`src/rtl/spi_master_buffered.sv`:
```
`default_nettype none
// ============================================================================
// Module  : spi_master_buffered
// Brief   : SPI master with TX/RX word buffers, runtime CPOL/CPHA, variable length.
// Revision: 1.0
// ============================================================================
module spi_master_buffered #(
  parameter int DATA_WIDTH = 8,
  parameter int DEPTH      = 4,
  parameter int CLK_DIV    = 4,
  localparam int AW        = $clog2(DEPTH)
) (
  input  logic                  sysClk,
  input  logic                  reset,
  input  logic                  tx_wr,
  input  logic [AW-1:0]         tx_addr,
  input  logic [DATA_WIDTH-1:0] tx_data,
  input  logic [AW-1:0]         rx_addr,
  output logic [DATA_WIDTH-1:0] rx_data,
  input  logic [AW:0]           len,
  input  logic [1:0]            mode,
  input  logic                  start,
  output logic                  busy,
  output logic                  done,
  output logic                  spiClk,
  output logic                  mosi,
  input  logic                  miso,
  output logic                  cs
);

  localparam int DIVW = $clog2(CLK_DIV + 1);
  localparam int BW   = $clog2(DATA_WIDTH);
  localparam logic [DIVW-1:0] c_DIV_LAST = DIVW'(CLK_DIV - 1);
  localparam logic [BW-1:0]   c_BIT_LAST = BW'(DATA_WIDTH - 1);
  localparam logic [AW:0]     c_DEPTH    = (AW+1)'(DEPTH);

  typedef enum logic [2:0] {
    S_IDLE  = 3'd0,
    S_SETUP = 3'd1,
    S_SHIFT = 3'd2,
    S_HOLD  = 3'd3,
    S_DONE  = 3'd4
  } state_t;

  state_t                r_state;
  logic [DATA_WIDTH-1:0] r_tx_buf [DEPTH];
  logic [DATA_WIDTH-1:0] r_rx_buf [DEPTH];
  logic [DATA_WIDTH-1:0] r_tx_sh;
  logic [DATA_WIDTH-1:0] r_rx_sh;
  logic [DATA_WIDTH-1:0] r_rx_data;
  logic [DIVW-1:0]       r_div;
  logic [BW-1:0]         r_bit;
  logic [AW-1:0]         r_word;
  logic [AW:0]           r_len;
  logic                  r_cpol;
  logic                  r_cpha;
  logic                  r_cs;
  logic                  r_spiClk;
  logic                  r_mosi;
  logic                  r_busy;
  logic                  r_done;

  logic                  w_div_end;
  logic                  w_lead;
  logic                  w_last_bit;
  logic                  w_last_word;
  logic [AW:0]           w_len_clamped;
  logic [AW-1:0]         w_word_nxt;
  logic [DATA_WIDTH-1:0] w_rx_next;
  logic [DATA_WIDTH-1:0] w_tx_next;

  assign w_div_end     = (r_div == c_DIV_LAST);
  // A leading edge is the toggle that moves spiClk away from its idle level.
  assign w_lead        = (r_spiClk == r_cpol);
  assign w_last_bit    = (r_bit == c_BIT_LAST);
  assign w_last_word   = ({1'b0, r_word} == (r_len - (AW+1)'(1)));
  assign w_len_clamped = (len > c_DEPTH) ? c_DEPTH : len;
  assign w_word_nxt    = r_word + AW'(1);
  assign w_rx_next     = {r_rx_sh[DATA_WIDTH-2:0], miso};
  assign w_tx_next     = r_tx_buf[w_word_nxt];

  // TX buffer is frozen while a transfer is in flight.
  always_ff @(posedge sysClk) begin
    if (tx_wr && !r_busy) r_tx_buf[tx_addr] <= tx_data;
  end

  always_ff @(posedge sysClk) begin
    if (reset) r_rx_data <= '0;
    else       r_rx_data <= r_rx_buf[rx_addr];
  end

  always_ff @(posedge sysClk) begin
    if (reset) begin
      r_state  <= S_IDLE;
      r_cs     <= 1'b1;
      r_spiClk <= 1'b0;
      r_mosi   <= 1'b0;
      r_busy   <= 1'b0;
      r_done   <= 1'b0;
      r_cpol   <= 1'b0;
      r_cpha   <= 1'b0;
      r_div    <= '0;
      r_bit    <= '0;
      r_word   <= '0;
      r_len    <= '0;
      r_tx_sh  <= '0;
      r_rx_sh  <= '0;
    end else begin
      r_done <= 1'b0;
      case (r_state)
        S_IDLE: begin
          if (start) begin
            r_cpol   <= mode[1];
            r_cpha   <= mode[0];
            r_len    <= w_len_clamped;
            r_spiClk <= mode[1];
            r_div    <= '0;
            r_bit    <= '0;
            r_word   <= '0;
            r_tx_sh  <= r_tx_buf[0];
            if (w_len_clamped == '0) begin
              r_state <= S_DONE;
            end else begin
              r_cs    <= 1'b0;
              r_busy  <= 1'b1;
              r_state <= S_SETUP;
              if (!mode[0]) r_mosi <= r_tx_buf[0][DATA_WIDTH-1];
            end
          end
        end
        S_SETUP: begin
          if (w_div_end) begin
            r_div   <= '0;
            r_state <= S_SHIFT;
          end else begin
            r_div <= r_div + DIVW'(1);
          end
        end
        S_SHIFT: begin
          if (w_div_end) begin
            r_div    <= '0;
            r_spiClk <= ~r_spiClk;
            if (w_lead) begin
              if (r_cpha) begin
                r_mosi  <= r_tx_sh[DATA_WIDTH-1];
                r_tx_sh <= {r_tx_sh[DATA_WIDTH-2:0], 1'b0};
              end else begin
                r_rx_sh <= w_rx_next;
              end
            end else begin
              if (r_cpha) r_rx_sh <= w_rx_next;
              if (w_last_bit) begin
                r_rx_buf[r_word] <= r_cpha ? w_rx_next : r_rx_sh;
                r_bit  <= '0;
                r_word <= w_word_nxt;
                if (w_last_word) begin
                  r_state <= S_HOLD;
                end else begin
                  r_tx_sh <= w_tx_next;
                  if (!r_cpha) r_mosi <= w_tx_next[DATA_WIDTH-1];
                end
              end else begin
                r_bit <= r_bit + BW'(1);
                if (!r_cpha) begin
                  r_mosi  <= r_tx_sh[DATA_WIDTH-2];
                  r_tx_sh <= {r_tx_sh[DATA_WIDTH-2:0], 1'b0};
                end
              end
            end
          end else begin
            r_div <= r_div + DIVW'(1);
          end
        end
        S_HOLD: begin
          if (w_div_end) begin
            r_div   <= '0;
            r_cs    <= 1'b1;
            r_state <= S_DONE;
          end else begin
            r_div <= r_div + DIVW'(1);
          end
        end
        S_DONE: begin
          r_done  <= 1'b1;
          r_busy  <= 1'b0;
          r_state <= S_IDLE;
        end
        default: r_state <= S_IDLE;
      endcase
    end
  end

  assign rx_data = r_rx_data;
  assign busy    = r_busy;
  assign done    = r_done;
  assign spiClk  = r_spiClk;
  assign mosi    = r_mosi;
  assign cs      = r_cs;

endmodule
`default_nettype wire

```
`config.mk`:
```
export PLATFORM = sky130hd
export DESIGN_NAME = spi_master_buffered
export DESIGN_NICKNAME = d
export VERILOG_FILES = /design/src/rtl/spi_master_buffered.sv
export SDC_FILE = /design/constraint.sdc
export NUM_CORES = 1
export LEC_CHECK = 0
export ABC_AREA = 1
export CAP_MARGIN = 40
export CORE_MARGIN = 5
export CORE_UTILIZATION = 58
export DETAILED_ROUTE_END_ITERATION = 16
export GPL_TIMING_DRIVEN = 0
export PLACE_DENSITY = 0.78
export SYNTH_ARGS = -nofsm -noshare
export SYNTH_HDL_FRONTEND = slang
export SYNTH_SLANG_ARGS = --single-unit
```
`constraint.sdc`:
```
create_clock -name sysClk -period 2.8 [get_ports sysClk]
set_clock_uncertainty 0.1 [all_clocks]
set_input_delay 0.42 -clock sysClk [delete_from_list [all_inputs] [get_ports sysClk]]
set_output_delay 0.42 -clock sysClk [all_outputs]
set_load 0.02 [all_outputs]
```
==> impl_metrics.env <==
export IMPL_path_clk_slew_ns=0.11
export IMPL_critical_path_max_fanout=10
export IMPL_drive_above_1_share=0.08803
export IMPL_worstMarginPinSlew_ns=0.7515
export IMPL_rows=33
export IMPL_netlist_instances=516
export IMPL_grt_usage=0.2054
export IMPL_avgViaCountPerCell=5.492
export IMPL_num_nets_final=593
export IMPL_io_pins=35
export IMPL_grt_remaining_overflow=0
export IMPL_critPathRequiredTime_ns=2.71
export IMPL_clk_latency_ns=0.37
export IMPL_n_antenna_cell=0
export IMPL_slew_violations=0
export IMPL_power_density_nw_per_um2=715.7
export IMPL_period_needed_ns=2.500
export IMPL_cp_cell_sequence="inv_2 > nand3_4 > buf_1 > nor3_2 > nand2_1 > nor2_1"
export IMPL_h_tree_depth=3
export IMPL_start_util=0.5874
export IMPL_cts_repair_resized=0
export IMPL_drt_total_wl_microns=9983
export IMPL_dieArea_sq_um=10110
export IMPL_dr_first_iter_drc_count=211
export IMPL_numCtsBuffers=9
export IMPL_dp_hpwl_microns=7204
export IMPL_wire_per_inst_microns=14.83
export IMPL_synth_area_sq_um=4753
export IMPL_cts_hold_buffers=0
export IMPL_syn_to_final_growth_pct=14.11
export IMPL_core_area_sq_um=8093
export IMPL_rsz0062_at_grt="no"
export IMPL_fillers=635
export IMPL_whs_ns=0.3612
export IMPL_die_y_microns=100.5
export IMPL_synth_seq_cells=109
export IMPL_cts_tree="built"
export IMPL_drt_antenna_violating_nets=0
export IMPL_layout_worst_path_cycle_share=0.8929
export IMPL_criticalPathCategory="reg2reg"
export IMPL_cp_start_kind="flip-flop"
export IMPL_final_hold_violation_count=0
export IMPL_regArea_sq_um=2823
export IMPL_postCtsSetupBuffers=0
export IMPL_antenna_found_initial=0
export IMPL_io_buffers=32
export IMPL_via_count=3696
export IMPL_drt_first_pass_iters=5
export IMPL_tns_ns=0
export IMPL_die_x_microns=100.5
export IMPL_drc=0
export IMPL_max_freq_mhz=400.0
export IMPL_crit_arrival_ns=2.41
export IMPL_worst_path_largest_cell_delay_ns=0.61
export IMPL_grt_pass1_wl_microns=16330
export IMPL_cp_end_kind="flip-flop"
export IMPL_cp_slowest_cell="nor2_1"
export IMPL_vdd_drop_max_v=0.0003865
export IMPL_drv_cap=0
export IMPL_setup_viol=0
export IMPL_yosys_warnings=0
export IMPL_cts_buffer_depth=2
export IMPL_grt_max_degree=22
export IMPL_min_path_type="reg2reg"
export IMPL_slew_headroom=0.4972
export IMPL_place_gp_congestion=0.8666
export IMPL_synth_distinct_cells=34
export IMPL_yosysSeqAreaShare=0.5938
export IMPL_clock_sinks=109
export IMPL_status="completed"
export IMPL_p_leak_nw=2.002
export IMPL_grt_pass1_vias=3470
export IMPL_multi_input_area_sq_um=1637
export IMPL_avgSynthCellArea_sq_um=9.212
export IMPL_cts_root_buf="clkbuf_8"
export IMPL_synth_nets=546
[where the power goes]
part           total [W]  switching [W]  internal, W
Clock           0.000934       0.000581     0.000353
Sequential       0.00189      0.0000679      0.00182
Combinational    0.00106       0.000693     0.000367
Total            0.00388        0.00134      0.00254
[layer usage]
| metal | part of all wire | routed length [microns] | global-route usage |
|---|---|---|---|
| met4 | 0.017 | 165 | 0.06632 |
| met2 | 0.49 | 4915 | 0.3532 |
| met3 | 0.064 | 638 | 0.04429 |
| met1 | 0.43 | 4264 | 0.2590 |
| met5 | 0 | 0 | 0 |
[kinds of logic after synthesis]
| kind of cell | after synthesis | share of synthesized area |
|---|---|---|
| flip-flops | 109 | 0.5938 |
| AO/OA/AOI/OAI | 110 | 0.1261 |
| AND/OR/NAND/NOR | 215 | 0.1935 |
| adder cells (fa/ha/maj) | 8 | 0.02106 |
| XOR/XNOR | 2 | 0.003686 |
| buffers and inverters | 72 | 0.06186 |
[state kept, by name, summed over array words and instances (netlist names)]
name and flops:
spiClk 1, r_word 2, r_cpha 1, r_tx_buf 32, r_cpol 1, mosi 1, done 1, r_rx_sh 8
r_bit 3, r_tx_sh 8, r_len 3, r_state 3, r_rx_buf 32, busy 1, cs 1, r_div 3
rx_data 8
[layout make-up]
cell class	instances	share of cell area
buffer	19	0.01707
clock inverter	7	0.01338
tap	105	0.02422
clock buffer	9	0.02284
inverter	53	0.03714
multi-input combinational	335	0.3017
timing repair buffer	36	0.06321
sequential	109	0.5204
[critical path, delay by kind of cell, from the launching register on]
family                 cells  cell delay, ns
buffers and inverters      2            0.45
flip-flops                 1            0.36
AND/OR/NAND/NOR            4            1.22
[synth_stat cells, drive strengths merged]
library cell	count	area share
a21oi	25	0.026
o21ai	60	0.063
o211ai	7	0.011
edfxtp	64	0.40
clkbuf	7	0.0063
a221oi	1	0.0018
nand4	1	0.0013
o22ai	6	0.0079
xor2	1	0.0018
a221o	1	0.0021
nand3	15	0.021
buf	12	0.013
nand2	102	0.085
ha	8	0.021
a31oi	9	0.012
xnor2	1	0.0018
nor3	10	0.012
inv	53	0.042
dfxtp	45	0.19
nor2	87	0.074
a2111oi	1	0.0018
[final timing paths]
kind | slack, ns | end | start | cells past startpoint
hold / removal | 0.36 | r_div[2]$_SDFFE_PP0P_ | r_div[2]$_SDFFE_PP0P_ | 2
setup reg to reg | 0.30 | r_rx_buf[0][4]$_DFFE_PP_ | r_state[2]$_SDFFE_PP0P_ | 6
setup / recovery | 0.30 | r_rx_buf[0][4]$_DFFE_PP_ | r_state[2]$_SDFFE_PP0P_ | 6
hold reg to reg | 0.36 | r_div[2]$_SDFFE_PP0P_ | r_div[2]$_SDFFE_PP0P_ | 2
[cell usage in the layout (no fill, tap or decap), drive strengths merged]
cell / n
a2111oi: 1
a21oi: 25
a221o: 1
a221oi: 1
a31oi: 9
buf: 16
clkbuf: 16
clkdlybuf4s50: 32
clkinv: 3
dfxtp: 45
edfxtp: 64
ha: 8
inv: 57
nand2: 102
nand3: 15
nand4: 1
nor2: 87
nor3: 10
o211ai: 7
o21ai: 60
o22ai: 6
xnor2: 1
xor2: 1
[stage by stage]
step	setup slack [ns]	instances	area, sq um	power, W	utilization
after floorplan	0.8261	516	4753	0.002681	-
after global placement	-0.02363	653	5205	0.002930	0.6432
after detailed placement	0.006982	657	5228	0.002969	0.6459
after CTS	0.2856	673	5424	0.003881	0.6702
after global routing	0.1551	673	5424	0.004091	0.6702
final	0.2999	673	5424	0.003882	0.6702
(Power assumes the default switching activity.)
